$ cat src/rtl/lr_shift_seq.sv
// lr_shift_seq: registered WIDTH-bit universal shift register with single-cycle
// ops (hold/load/shift/rotate/arith-right) and a sequenced multi-step shift of
// Amt positions, one position per clock, reported through Busy/Done.
// Ports: Clk, Rst_n (sync, active-low); Op/In/Si single-cycle controls;
// Start/Dir/Amt multi-step request; Out, So_L, So_R, Busy, Done, Zero status.
module lr_shift_seq #(
  parameter int WIDTH = 8,
  parameter int AMT_W = 4
) (
  input  logic             Clk,
  input  logic             Rst_n,
  input  logic [2:0]       Op,
  input  logic [WIDTH-1:0] In,
  input  logic             Si,
  input  logic             Start,
  input  logic             Dir,
  input  logic [AMT_W-1:0] Amt,
  output logic [WIDTH-1:0] Out,
  output logic             So_L,
  output logic             So_R,
  output logic             Busy,
  output logic             Done,
  output logic             Zero
);

  typedef enum logic {
    IDLE  = 1'b0,
    SHIFT = 1'b1
  } state_t;

  localparam logic [AMT_W-1:0] WIDTH_AMT = AMT_W'(WIDTH);
  localparam logic [AMT_W-1:0] ONE_AMT   = AMT_W'(1);

  state_t           state, state_nxt;
  logic [AMT_W-1:0] count, count_nxt;
  logic             dir, dir_nxt;
  logic [WIDTH-1:0] data, data_nxt;
  logic             done, done_nxt;

  logic [AMT_W-1:0] amt_sat;
  logic [WIDTH-1:0] shl_si;
  logic [WIDTH-1:0] shr_si;

  // Shifting more than WIDTH places cannot change the result further, so the
  // count saturates: the register ends up entirely Si-filled.
  assign amt_sat = (Amt > WIDTH_AMT) ? WIDTH_AMT : Amt;

  assign shl_si = {data[WIDTH-2:0], Si};
  assign shr_si = {Si, data[WIDTH-1:1]};

  always_ff @(posedge Clk) begin
    if (!Rst_n) begin
      state <= IDLE;
      count <= '0;
      dir   <= 1'b0;
      data  <= '0;
      done  <= 1'b0;
    end else begin
      state <= state_nxt;
      count <= count_nxt;
      dir   <= dir_nxt;
      data  <= data_nxt;
      done  <= done_nxt;
    end
  end

  always_comb begin
    state_nxt = state;
    count_nxt = count;
    dir_nxt   = dir;
    data_nxt  = data;
    done_nxt  = 1'b0;
    case (state)
      IDLE: begin
        // Start takes priority; Op is ignored on a Start edge.
        if (Start) begin
          dir_nxt   = Dir;
          count_nxt = amt_sat;
          if (amt_sat != '0) begin
            state_nxt = SHIFT;
          end else begin
            // Zero-length request completes immediately with no shifting.
            done_nxt = 1'b1;
          end
        end else begin
          case (Op)
            3'b001:  data_nxt = In;
            3'b010:  data_nxt = shl_si;
            3'b011:  data_nxt = shr_si;
            3'b100:  data_nxt = {data[WIDTH-2:0], data[WIDTH-1]};
            3'b101:  data_nxt = {data[0], data[WIDTH-1:1]};
            3'b110:  data_nxt = {data[WIDTH-1], data[WIDTH-1:1]};
            default: data_nxt = data;
          endcase
        end
      end
      SHIFT: begin
        // All request inputs are ignored here; only Si is consumed.
        data_nxt  = dir ? shr_si : shl_si;
        count_nxt = count - ONE_AMT;
        if (count == ONE_AMT) begin
          state_nxt = IDLE;
          done_nxt  = 1'b1;
        end
      end
      default: state_nxt = IDLE;
    endcase
  end

  assign Out  = data;
  assign So_L = data[WIDTH-1];
  assign So_R = data[0];
  assign Busy = (state == SHIFT);
  assign Done = done;
  assign Zero = (data == '0);

endmodule

$ cat config.mk
export PLATFORM = sky130hd
export DESIGN_NAME = lr_shift_seq
export DESIGN_NICKNAME = d
export VERILOG_FILES = /design/src/rtl/lr_shift_seq.sv
export SDC_FILE = /design/constraint.sdc
export NUM_CORES = 1
export LEC_CHECK = 0
export ABC_AREA = 0
export CAP_MARGIN = 20
export CORE_MARGIN = 8
export CORE_UTILIZATION = 50
export CTS_BUF_LIST = sky130_fd_sc_hd__clkbuf_4 sky130_fd_sc_hd__clkbuf_8
export DETAILED_ROUTE_END_ITERATION = 7
export GPL_ROUTABILITY_DRIVEN = 0
export GPL_TIMING_DRIVEN = 0
export HOLD_SLACK_MARGIN = 0.03
export PLACE_DENSITY_LB_ADDON = 0.1
export SLEW_MARGIN = 20
export SYNTH_ARGS = -nofsm -noshare
export SYNTH_HDL_FRONTEND = slang
export SYNTH_SLANG_ARGS = --single-unit
export TNS_END_PERCENT = 1
$ cat constraint.sdc
create_clock -name Clk -period 2.3 [get_ports Clk]
set_clock_uncertainty 0.1 [all_clocks]
set_input_delay 0.345 -clock Clk [delete_from_list [all_inputs] [get_ports Clk]]
set_output_delay 0.345 -clock Clk [all_outputs]
set_load 0.005 [all_outputs]
==> flow_metrics.env, run 1 <==
export IMPL_status="completed"
export IMPL_cp_required_ns=2.38
export IMPL_clockBufferDepth=2
export IMPL_clock_sinks=15
export IMPL_rows=17
export IMPL_die_area_um2=4110
export IMPL_relSlewSlack_pct=64.1
export IMPL_slew_viol_final=0
export IMPL_antenna_found_initial=0
export IMPL_drc=0
export IMPL_wl_um=3490
export IMPL_netlist_area_um2=1160
export IMPL_synth_edf_count=0
export IMPL_viasPerCell=6.08
export IMPL_ys_async_sr_fraction_pct=0
export IMPL_route_met3_wl_um=347
export IMPL_grt_pass1_wl_um=5680
export IMPL_wl_met1_um=1330
export IMPL_path_class="primary input to flop"
export IMPL_critPathCaptureType="flop"
export IMPL_drt_iter0_markers=67
export IMPL_worstSkewPairLatency_ns=0.29
export IMPL_drive_gt1_share_pct=17.5
export IMPL_critPathMaxFanout=10
export IMPL_io_pins=33
export IMPL_post_place_cells=201
export IMPL_grt_start_max_net_pins=11
export IMPL_finalHoldViolCount=0
export IMPL_critPathArrivalTime_ns=2.06
export IMPL_insertedDiodeCount=0
export IMPL_drt_first_pass_iters=4
export IMPL_fin_crit_ns=1.98
export IMPL_numCtsBuffers=3
export IMPL_placeableCoreArea_um2=2190
export IMPL_peakVddDrop_uv=417
export IMPL_ys_seq_area_share_pct=26.0
export IMPL_setup_viol=0
export IMPL_htreeDepth=1
export IMPL_fillerInstances=177
export IMPL_synth_ff_type="dfxtp_1"
export IMPL_postCtsSetupBuffers=0
export IMPL_clockRootBuffer="clkbuf_4"
export IMPL_syn_num_nets=163
export IMPL_max_cap_violations=0
export IMPL_max_stage_delay_ns=0.53
export IMPL_power_switching_w=0.000259
export IMPL_ff2ff_path_depth=5
export IMPL_p_leak_nw=0.626
export IMPL_rsz0062_at_grt="no"
export IMPL_hold_path_depth=2
export IMPL_cts_hold_buf=0
export IMPL_switching_share_pct=32.9
export IMPL_combPwrFrac_pct=38.8
export IMPL_final_cells=205
export IMPL_crit_slowest_cell="clkdlybuf4s50_1"
export IMPL_wl_per_cell_um=17.0
export IMPL_fin_setup_tns_ns=0
export IMPL_dr_max_layer_used="met4"
export IMPL_fin_nets=200
export IMPL_ant_nets=0
export IMPL_die_x_um=64.1
export IMPL_cts_tree="done"
export IMPL_clk_pin_slew_ns=0.09
export IMPL_yosys_warnings=0
export IMPL_grt_pass1_vias=1260
export IMPL_powerDensity_nw_per_um2=509
export IMPL_synth_seq_cells=15
export IMPL_portBuffers=32
export IMPL_cp_start_kind="primary input"
export IMPL_p_int_w=0.000529
export IMPL_syn_inst=141
export IMPL_area_growth_pct=34.0
export IMPL_power_share_clock_pct=19.3
export IMPL_synth_cell_type_count=39
export IMPL_final_period_utilization_pct=86.0
export IMPL_syn_area_per_cell_um2=8.20
export IMPL_critical_path_cell_chain="clkdlybuf4s50_1 > buf_4 > nand3_1 > a31o_1 > buf_6 > o21ai_1 > a31oi_1"
export IMPL_grtUsageTotal_pct=16.6
export IMPL_max_freq_ghz=0.506
export IMPL_tightestPinTransition_ns=0.539
export IMPL_place_hpwl_um=2610
export IMPL_die_h_um=64.1
export IMPL_hold_path_class="flop to flop"
export IMPL_vias=1247
export IMPL_pwr_share_seq_pct=41.8
export IMPL_initial_core_util_pct=52.8
export IMPL_dr_wl_met2_um=1800
export IMPL_overflow=0
-- metal layers --
layer / global-route usage, % / up-vias
li1: - / 602
met1: 17.9 / 575
met2: 31.0 / 68
met3: 5.23 / 2
met4: 2.51 / 0
met5: 0 / -
-- flip-flops by register name, summed over array words and instances (netlist names) --
| register | flops |
|---|---|
| Out | 8 |
| Busy | 1 |
| count | 4 |
| Done | 1 |
| dir | 1 |
-- stage by stage --
stage / area (µm²) / util [%] / hold slack, ns / worst slack (ns) / power, W
CTS: 1540 / 70.4 / 0.458 / 0.0112 / 0.000794
global placement: 1510 / 69.0 / 0.425 / 0.130 / 0.000620
floorplan: 1160 / - / 0.383 / 0.710 / 0.000497
finish: 1550 / 70.7 / 0.469 / 0.322 / 0.000788
detailed placement: 1510 / 69.0 / 0.430 / 0.0475 / 0.000634
global route: 1550 / 70.7 / 0.500 / 0.269 / 0.000835
-- timing repair --
item | CTS | global route
gates resized for setup | 2 | 4
endpoints found under the setup margin | 1 | 1
pin swaps | 0 | 1
cloned | 0 | 0
-- logic make-up (layout without fill, tap and decap cells) --
kind of cell | count (synthesis) | after routing | synth area share, %
AO/OA/AOI/OAI | 45 | 45 | 25.1
AND/OR/NAND/NOR | 42 | 42 | 20.2
buffers and inverters | 19 | 55 | 8.98
multiplexers | 17 | 17 | 16.1
flip-flops | 15 | 15 | 26.0
adder cells (fa/ha/maj) | 2 | 2 | 2.16
XOR/XNOR | 1 | 1 | 1.41
-- worst max-delay path, delay by kind of cell --
family | cells | cell delay, ns
and+or+nand+nor | 1 | 0.26
AOI/OAI and AO/OA | 3 | 0.57
buffers and inverters | 3 | 0.88
-- final cells by class --
class | instances | area, µm² | share of cell area, %
inverters | 7 | 26.3 | 1.70
repair buffers | 32 | 323 | 20.8
multi-input cells | 107 | 752 | 48.5
clock buffers | 3 | 22.5 | 1.45
flip-flops and latches | 15 | 308 | 19.9
plain buffers | 12 | 77.6 | 5.01
well taps | 28 | 35.0 | 2.26
clock inverters | 1 | 5.00 | 0.323
-- final timing paths --
path,from,to,slack [ns]
setup reg to reg,Busy,Out[4],0.45
hold reg to reg,count[3],count[3],0.47
setup / recovery,Op[1],Out[1],0.32
hold / removal,count[3],count[3],0.47
-- synth_stat cells, types with 3 or more instances --
library cell  instances  area share [%]
dfxtp_1              15              26
mux2_2               13              13
a21oi_1              12             5.2
nand2_1              12             3.9
a31oi_1               8             4.3
inv_1                 7             2.3
or3_1                 7             3.8
o22ai_1               6             3.2
buf_4                 4             2.6
clkbuf_1              4             1.3
mux2i_1               4             3.5
nor2_1                4             1.3
nor2b_1               4             2.2
o21ai_0               4             1.7
o21ai_1               3             1.3
or4_1                 3             1.9
-- power by group through the flow --
stage / clock [W] / combinational, W / sequential [W]
after CTS: 0.000162 / 0.000305 / 0.000328
final: 0.000152 / 0.000306 / 0.000330
after global routing: 0.000170 / 0.000332 / 0.000334
after detailed placement: 0 / 0.000301 / 0.000333
after floorplan: 0 / 0.000176 / 0.000321
after global placement: 0 / 0.000289 / 0.000331
-- placed cells by master, fill, tap and decap left out, types with 2 or more instances in the layout --
cell	n
clkdlybuf4s50_1	31
mux2_2	13
nand2_1	12
a21oi_1	12
dfxtp_1	11
a31oi_1	8
inv_1	7
or3_1	7
o22ai_1	6
nor2_1	4
clkbuf_1	4
buf_4	4
mux2i_1	4
nor2b_1	4
o21ai_0	4
dfxtp_2	3
or4_1	3
o21ai_1	3
clkbuf_4	3
buf_2	2
buf_6	2
nor3b_1	2
nand3_1	2
o311a_1	2
or3b_1	2
a32oi_1	2
ha_1	2
Note: power is estimated with default switching activity, not from simulation.
==> run 2, diff against run 1 <==
CORE_UTILIZATION = 49   (was 50)
clock period = 1.87 ns   (was 2.3 ns; I/O delays follow)
==> flow_metrics.env, run 2 (synthesis results as in run 1) <==
export IMPL_die_area_um2=4170
export IMPL_p_leak_nw=0.626
export IMPL_cts_tree="done"
export IMPL_final_common_cell="clkdlybuf4s50_1"
export IMPL_grt_pass1_vias=1102
export IMPL_overflow=0
export IMPL_clock_sinks=15
export IMPL_grt_start_max_net_pins=11
export IMPL_post_place_cells=201
export IMPL_utilization_pct=71.1
export IMPL_antenna_found_initial=0
export IMPL_placed_area_um2=1510
export IMPL_clockRootBuffer="clkbuf_4"
export IMPL_cp_required_ns=1.97
export IMPL_htreeDepth=1
export IMPL_max_stage_delay_ns=0.54
export IMPL_insertedDiodeCount=0
export IMPL_fin_crit_ns=1.85
export IMPL_critical_path_cell_chain="clkdlybuf4s50_1 > clkbuf_4 > nand3b_1 > o22ai_1 > or3_1 > a31oi_1"
export IMPL_critPathArrivalTime_ns=1.95
export IMPL_drc=0
export IMPL_hold_path_class="flop to flop"
export IMPL_fin_nets=201
export IMPL_io_pins=33
export IMPL_ant_nets=0
export IMPL_drt_first_pass_iters=4
export IMPL_placeableCoreArea_um2=2210
export IMPL_worstSkewPairLatency_ns=0.28
export IMPL_cp_start_kind="primary input"
export IMPL_tightestPinTransition_ns=0.492
export IMPL_clockBufferDepth=2
export IMPL_viasPerCell=5.99
export IMPL_crit_slowest_cell="clkdlybuf4s50_1"
export IMPL_powerDensity_nw_per_um2=619
export IMPL_multi_input_area_um2=766
export IMPL_peakVddDrop_uv=517
export IMPL_rows=17
export IMPL_hold_path_endpoint="count[2]"
export IMPL_slew_viol_final=0
export IMPL_critPathMaxFanout=10
export IMPL_final_cell_area_um2=1570
export IMPL_critPathBufInv=2
export IMPL_r2r_setup_slack_ns=0.21
export IMPL_path_class="primary input to flop"
export IMPL_setup_viol=0
export IMPL_grtUsageTotal_pct=14.6
export IMPL_final_cells=206
export IMPL_reg2reg_to="Out[1]"
export IMPL_wl_per_cell_um=15.9
export IMPL_worst_path_dominant_cell_family="buffers and inverters"
export IMPL_r2r_start="Busy"
export IMPL_final_cell_mix="clkdlybuf4s50_1 (31), mux2_2 (13), nand2_1 (12), a21oi_1 (12), dfxtp_1 (10)"
export IMPL_relSlewSlack_pct=67.2
export IMPL_seq_area_um2=312
export IMPL_finalHoldViolCount=0
export IMPL_vias=1234
export IMPL_max_cap_violations=0
export IMPL_status="completed"
export IMPL_max_freq_ghz=0.541
export IMPL_rsz0062_at_grt="yes"
export IMPL_largest_reg_flops=8
export IMPL_drt_iter0_markers=63
export IMPL_portBuffers=32
export IMPL_place_hpwl_um=2430
export IMPL_grt_pass1_wl_um=5140
export IMPL_area_growth_pct=36.0
export IMPL_drive_gt1_share_pct=20.8
export IMPL_numCtsBuffers=3
export IMPL_clk_pin_slew_ns=0.09
export IMPL_initial_core_util_pct=52.3
export IMPL_wl_um=3270
export IMPL_hold_path_depth=1
export IMPL_ff2ff_path_depth=5
export IMPL_final_period_utilization_pct=98.9
export IMPL_die_h_um=64.6
export IMPL_die_x_um=64.6
export IMPL_hp_start="count[2]"
export IMPL_critPathCaptureType="flop"
export IMPL_fillerInstances=182
[run 2: what timing repair did]
action	4_1_cts	5_1_grt
gates resized for setup	9	6
setup buffers	1	0
cloned	0	0
setup endpoints to repair	1	11
hold buffers	0	0
pin swaps	0	1
[run 2: final cells by class]
| cell class | instances | area share [%] |
|---|---|---|
| timing repair buffer | 33 | 20.5 |
| multi-input combinational | 107 | 48.7 |
| buffer | 12 | 5.17 |
| clock buffer | 4 | 1.91 |
| tap | 28 | 2.23 |
| inverter | 7 | 1.67 |
| sequential | 15 | 19.8 |
[run 2: worst max-delay path by stage]
| stage | end | start | cells past startpoint |
|---|---|---|---|
| after floorplan | Out[5] | Op[1] | 6 |
| after global placement | Out[5] | Op[1] | 7 |
| after detailed placement | Out[1] | Op[1] | 7 |
| after CTS | Zero | Out[6] | 3 |
| after global routing | Out[0] | Op[2] | 6 |
| final | Out[2] | Op[0] | 6 |
[run 2: power by group]
| part | internal (W) | switching (W) |
|---|---|---|
| sequential | 0.000355 | 0.0000463 |
| combinational | 0.000219 | 0.000161 |
| clock | 0.0000972 | 0.0000956 |
| total | 0.000671 | 0.000303 |
[run 2: metal layers]
layer / GRT usage, % / part of all wire (%) / vias up
met2: 24.2 / 49 / 55
met1: 17.8 / 41 / 569
li1: - / - / 606
met4: 3.00 / 0.76 / 0
met3: 5.15 / 8.8 / 4
met5: 0 / 0 / -
[run 2: metrics by stage]
step | hold slack [ns] | setup WS (ns) | total power (W) | TNS (ns)
2_1_floorplan | 0.319 | 0.344 | 0.000611 | 0
3_3_place_gp | 0.416 | -0.223 | 0.000763 | -1.55
3_5_place_dp | 0.439 | -0.262 | 0.000774 | -1.80
4_1_cts | 0.459 | 0.0154 | 0.000971 | 0
5_1_grt | 0.482 | -0.0416 | 0.00103 | -0.130
6_report | 0.459 | 0.0206 | 0.000974 | 0
[run 2: worst register-to-register path, stage by stage, from the launching register on]
cell      delay (ns)
dfxtp_1         0.33
clkbuf_1        0.35
buf_2           0.30
clkbuf_2        0.26
nand2_1         0.07
a31oi_1         0.18
==> run 3, diff against run 2 <==
GPL_TIMING_DRIVEN = default   (was 0)
==> flow_metrics.env, run 3 (synthesis results as in run 1) <==
export IMPL_wl_per_cell_um=16.4
export IMPL_clock_sinks=15
export IMPL_path_class="primary input to flop"
export IMPL_largest_reg_flops=8
export IMPL_drt_iter0_markers=49
export IMPL_post_place_cells=209
export IMPL_grt_pass1_vias=1208
export IMPL_max_freq_ghz=0.564
export IMPL_powerDensity_nw_per_um2=624
export IMPL_final_period_utilization_pct=94.8
export IMPL_final_cell_mix="clkdlybuf4s50_1 (29), buf_4 (19), dfxtp_1 (14)"
export IMPL_wl_um=3500
export IMPL_rows=17
export IMPL_switching_share_pct=31.5
export IMPL_fin_setup_tns_ns=0
export IMPL_final_cell_area_um2=1630
export IMPL_status="completed"
export IMPL_drt_first_pass_iters=6
export IMPL_placeableCoreArea_um2=2210
export IMPL_place_hpwl_um=2660
export IMPL_power_switching_w=0.000320
export IMPL_cp_start_kind="primary input"
export IMPL_numCtsBuffers=3
export IMPL_portBuffers=32
export IMPL_finalHoldViolCount=0
export IMPL_relSlewSlack_pct=66.6
export IMPL_worstSkewPairLatency_ns=0.28
export IMPL_critPathMaxFanout=8
export IMPL_clockBufferDepth=2
export IMPL_hold_path_depth=2
export IMPL_setup_viol=0
export IMPL_die_x_um=64.6
export IMPL_p_leak_nw=0.687
export IMPL_grtUsageTotal_pct=16.3
export IMPL_clk_pin_slew_ns=0.08
export IMPL_initial_core_util_pct=52.3
export IMPL_ff2ff_path_depth=5
export IMPL_final_common_cell="clkdlybuf4s50_1"
export IMPL_fin_crit_ns=1.77
export IMPL_placed_area_um2=1580
export IMPL_grt_start_max_net_pins=16
export IMPL_cp_required_ns=1.98
export IMPL_io_pins=33
export IMPL_drive_gt1_share_pct=23.8
export IMPL_rsz0062_at_grt="no"
export IMPL_critPathArrivalTime_ns=1.89
export IMPL_die_area_um2=4170
export IMPL_antenna_found_initial=0
export IMPL_critPathCaptureType="flop"
export IMPL_p_int_w=0.000696
export IMPL_die_h_um=64.6
export IMPL_ant_nets=0
export IMPL_power_share_clock_pct=19.6
export IMPL_clockRootBuffer="clkbuf_4"
export IMPL_insertedDiodeCount=0
export IMPL_overflow=0
export IMPL_combPwrFrac_pct=43.2
export IMPL_pwr_share_seq_pct=37.1
export IMPL_fin_nets=208
export IMPL_hold_path_class="flop to flop"
export IMPL_drc=0
export IMPL_cts_tree="done"
export IMPL_grt_pass1_wl_um=5620
export IMPL_vias=1247
export IMPL_max_cap_violations=0
export IMPL_area_growth_pct=40.8
export IMPL_final_cells=213
export IMPL_tightestPinTransition_ns=0.500
export IMPL_viasPerCell=5.85
export IMPL_peakVddDrop_uv=573
export IMPL_htreeDepth=1
export IMPL_slew_viol_final=0
-- run 3: cell types whose count changed in the layout (fill, tap and decap cells not counted), moves of 2 or more --
cell and delta:
buf_4 +14, dfxtp_1 +4, clkbuf_1 -3, clkbuf_2 -2, clkdlybuf4s50_1 -2, dfxtp_2 -2
dfxtp_4 -2, dlymetal6s2s_1 +2
-- run 3: power groups by stage --
stage          clock [W]  combinational, W  sequential [W]
4_1_cts         0.000206          0.000432        0.000375
6_report        0.000199          0.000439        0.000377
2_1_floorplan          0          0.000216        0.000395
5_1_grt         0.000226          0.000475        0.000382
3_3_place_gp           0          0.000416        0.000381
3_5_place_dp           0          0.000429        0.000383
-- run 3: repair_timing --
| item | CTS | global route |
|---|---|---|
| pin swaps | 1 | 1 |
| endpoints found under the setup margin | 1 | 6 |
| hold buffers | 0 | 0 |
| gates resized for setup | 3 | 9 |
| buffers inserted | 0 | 0 |
-- run 3: through the flow --
step                      power, W  hold WS, ns  setup WS, ns  util [%]
after floorplan           0.000611        0.319         0.344         -
after global placement    0.000797        0.415        -0.166      71.6
after detailed placement  0.000812        0.441        -0.249      71.6
after CTS                  0.00101        0.462       0.00477      73.0
after global routing       0.00108        0.482        0.0219      73.6
final                      0.00102        0.458        0.0964      73.6
-- run 3: final cells by class --
type	count	area, µm²
well taps	28	35.0
clock buffers	4	30.0
flip-flops and latches	15	302
fillers	200	584
inverters	7	26.3
repair buffers	52	474
multi-input cells	107	761
-- run 3: worst max-delay path: stages --
cell and delay, ns:
clkdlybuf4s50_1 0.56, buf_6 0.17, nand3b_1 0.22, o22ai_1 0.10
or3_1 0.36, a31oi_1 0.19
-- run 3: layer usage --
| layer | global-route usage [%] | share of wire, % |
|---|---|---|
| met1 | 19.5 | 46 |
| met2 | 27.6 | 46 |
| met3 | 4.64 | 5.1 |
| met4 | 4.90 | 2.2 |
| met5 | 0 | 0 |
-- run 3: path summary, 6_finish.rpt --
path                               start  endpoint  slack (ns)
worst max-delay path               Op[0]    Out[4]         0.1
worst min register to register  count[3]  count[3]        0.46
worst min-delay path            count[3]  count[3]        0.46
worst max register to register    Out[7]    Out[0]        0.34
==> edit (config.mk and constraints of run 3) <==
The parameter `AMT_W` goes from 4 to 6.
--- a/src/rtl/lr_shift_seq.sv
+++ b/src/rtl/lr_shift_seq.sv
@@ -6,5 +6,5 @@
 module lr_shift_seq #(
   parameter int WIDTH = 8,
-  parameter int AMT_W = 4
+  parameter int AMT_W = 6
 ) (
   input  logic             Clk,
Interface: changed (resized Amt); port bits go from 33 to 35. The function was not compared with the original's and may differ.
==> edit against run 3 <==
  * Core utilization fell by 1.3 points
  * Setup slack got worse by 15 ps
  * Count of clock-buffer cells in the layout is 1 lower
  * Sequential cell count up 2
  * Cell area is 9.0% higher
  * Wire length increased by 10%
  * Global-route usage grew 1.1 points
  * Total power up 7.7%
  * Area after synthesis is 8.9% higher
  * Sequential share of layout area is 0.87 points higher
  * Critical path type is now reg -> out
==> edit: results (changes against run 3) <==
* Status: finished, final reports clean
* Filler cell count in the final layout: 198 (-1.0%)
* Final HPWL DP: 2.93 mm (+10%)
- Top cells by count, synth: 19 x sky130_fd_sc_hd__a21oi_1, 19 x sky130_fd_sc_hd__nand2_1, 17 x sky130_fd_sc_hd__dfxtp_1
- Critical path's largest stage delay: 530 ps (-30 ps)
- The biggest fanout along the worst timing path was 2 (-6).
* Iter 0 DRT Violations: 85 (+73%)
- Nets in the synthesized netlist: 180 (+10%)
- Slowest CP cell: sky130_fd_sc_hd__or4_4
- Power of the sequential group: 430 uW (+14%)
* Maximum number of pins on one net before global-route repair: 18 (+2)
- The power density over cell area came to 617 nW/um2 (-1.2%).
- Multiplexer area fraction after synthesis: 15.1% (-1.0 points)
- The min-delay analysis places its worst path in the category in -> reg.
- Startpoint types: flip-flop
* Transition time of the tightest slew-check pin: 530 ps (+30.4 ps)
- Routed length on met2: 2.02 mm (+25%)
* Compound-cell area share of the yosys netlist: 25.7% (+0.64 points)
- The number of global-route vias before repair came to 1380 (+14%).
- The cell-internal power is 725 uW (+4.2%).
* Clock-pin slew on the worst setup and hold paths: 120 ps (+40 ps)
- The worst voltage drop across the vdd grid came to 0.584 mV (+2.0%).
* Share of layout cells above drive strength 1: 20.4% (-3.4 points)
- The mean instance size in the synthesized netlist was 8.07 um2 (-1.6%).
* Number of cells in the finished layout apart from fillers: 236 (+11%)
* Total routing usage reported by global routing: 17.4% (+1.1 points)
* Worst-Skew Late Latency: 320 ps (+40 ps)
* Reg2reg setup slack: 250 ps (-90 ps)
- The endpoint identified for the worst register-to-register timing path is count[5].
edit: cell type report:
| type | instances | area [um2] | area share [%] |
|---|---|---|---|
| multi-input cells | 122 | 831 | 46.8 |
| clock inverters | 1 | 5.00 | 0.282 |
| well taps | 30 | 37.5 | 2.12 |
| repair buffers | 58 | 515 | 29.1 |
| clock buffers | 3 | 22.5 | 1.27 |
| inverters | 5 | 18.8 | 1.06 |
| flip-flops and latches | 17 | 344 | 19.4 |
edit: how the worst min path moves through the flow:
stage                     to      from  cells past startpoint
floorplan                dir       Dir                      2
global placement    count[4]  count[4]                      2
detailed placement  count[5]  count[5]                      2
CTS                      dir       Dir                      3
global route             dir       Dir                      3
finish                   dir       Dir                      3
edit: what timing repair did:
| item | CTS | global route |
|---|---|---|
| resized for setup | 8 | 1 |
| pin swaps | 1 | 0 |
| setup endpoints to repair | 1 | 1 |
| hold buffers | 0 | 0 |
edit: worst min-delay path, stage by stage:
cell and delay, ps:
sky130_fd_sc_hd__clkdlybuf4s50_1 390, sky130_fd_sc_hd__nand2_1 50, sky130_fd_sc_hd__a21oi_1 50
edit: through the flow:
stage / area [um2] / setup slack, ps / setup TNS, ps / utilization [%] / hold slack (ps)
after floorplan: 1260 / 447 / 0 / - / 317
after global placement: 1740 / -144 / -959 / 70.9 / 440
after detailed placement: 1740 / -194 / -1200 / 70.9 / 457
after CTS: 1770 / 38.7 / 0 / 72.2 / 397
after global routing: 1770 / 16.8 / 0 / 72.3 / 410
final: 1770 / 81.2 / 0 / 72.3 / 393
edit: metal layers:
layer | vias up | global-route usage [%]
met1 | 688 | 18.5
met4 | 0 | 7.73
li1 | 683 | -
met2 | 59 | 32.3
met3 | 9 | 3.19
met5 | - | 0
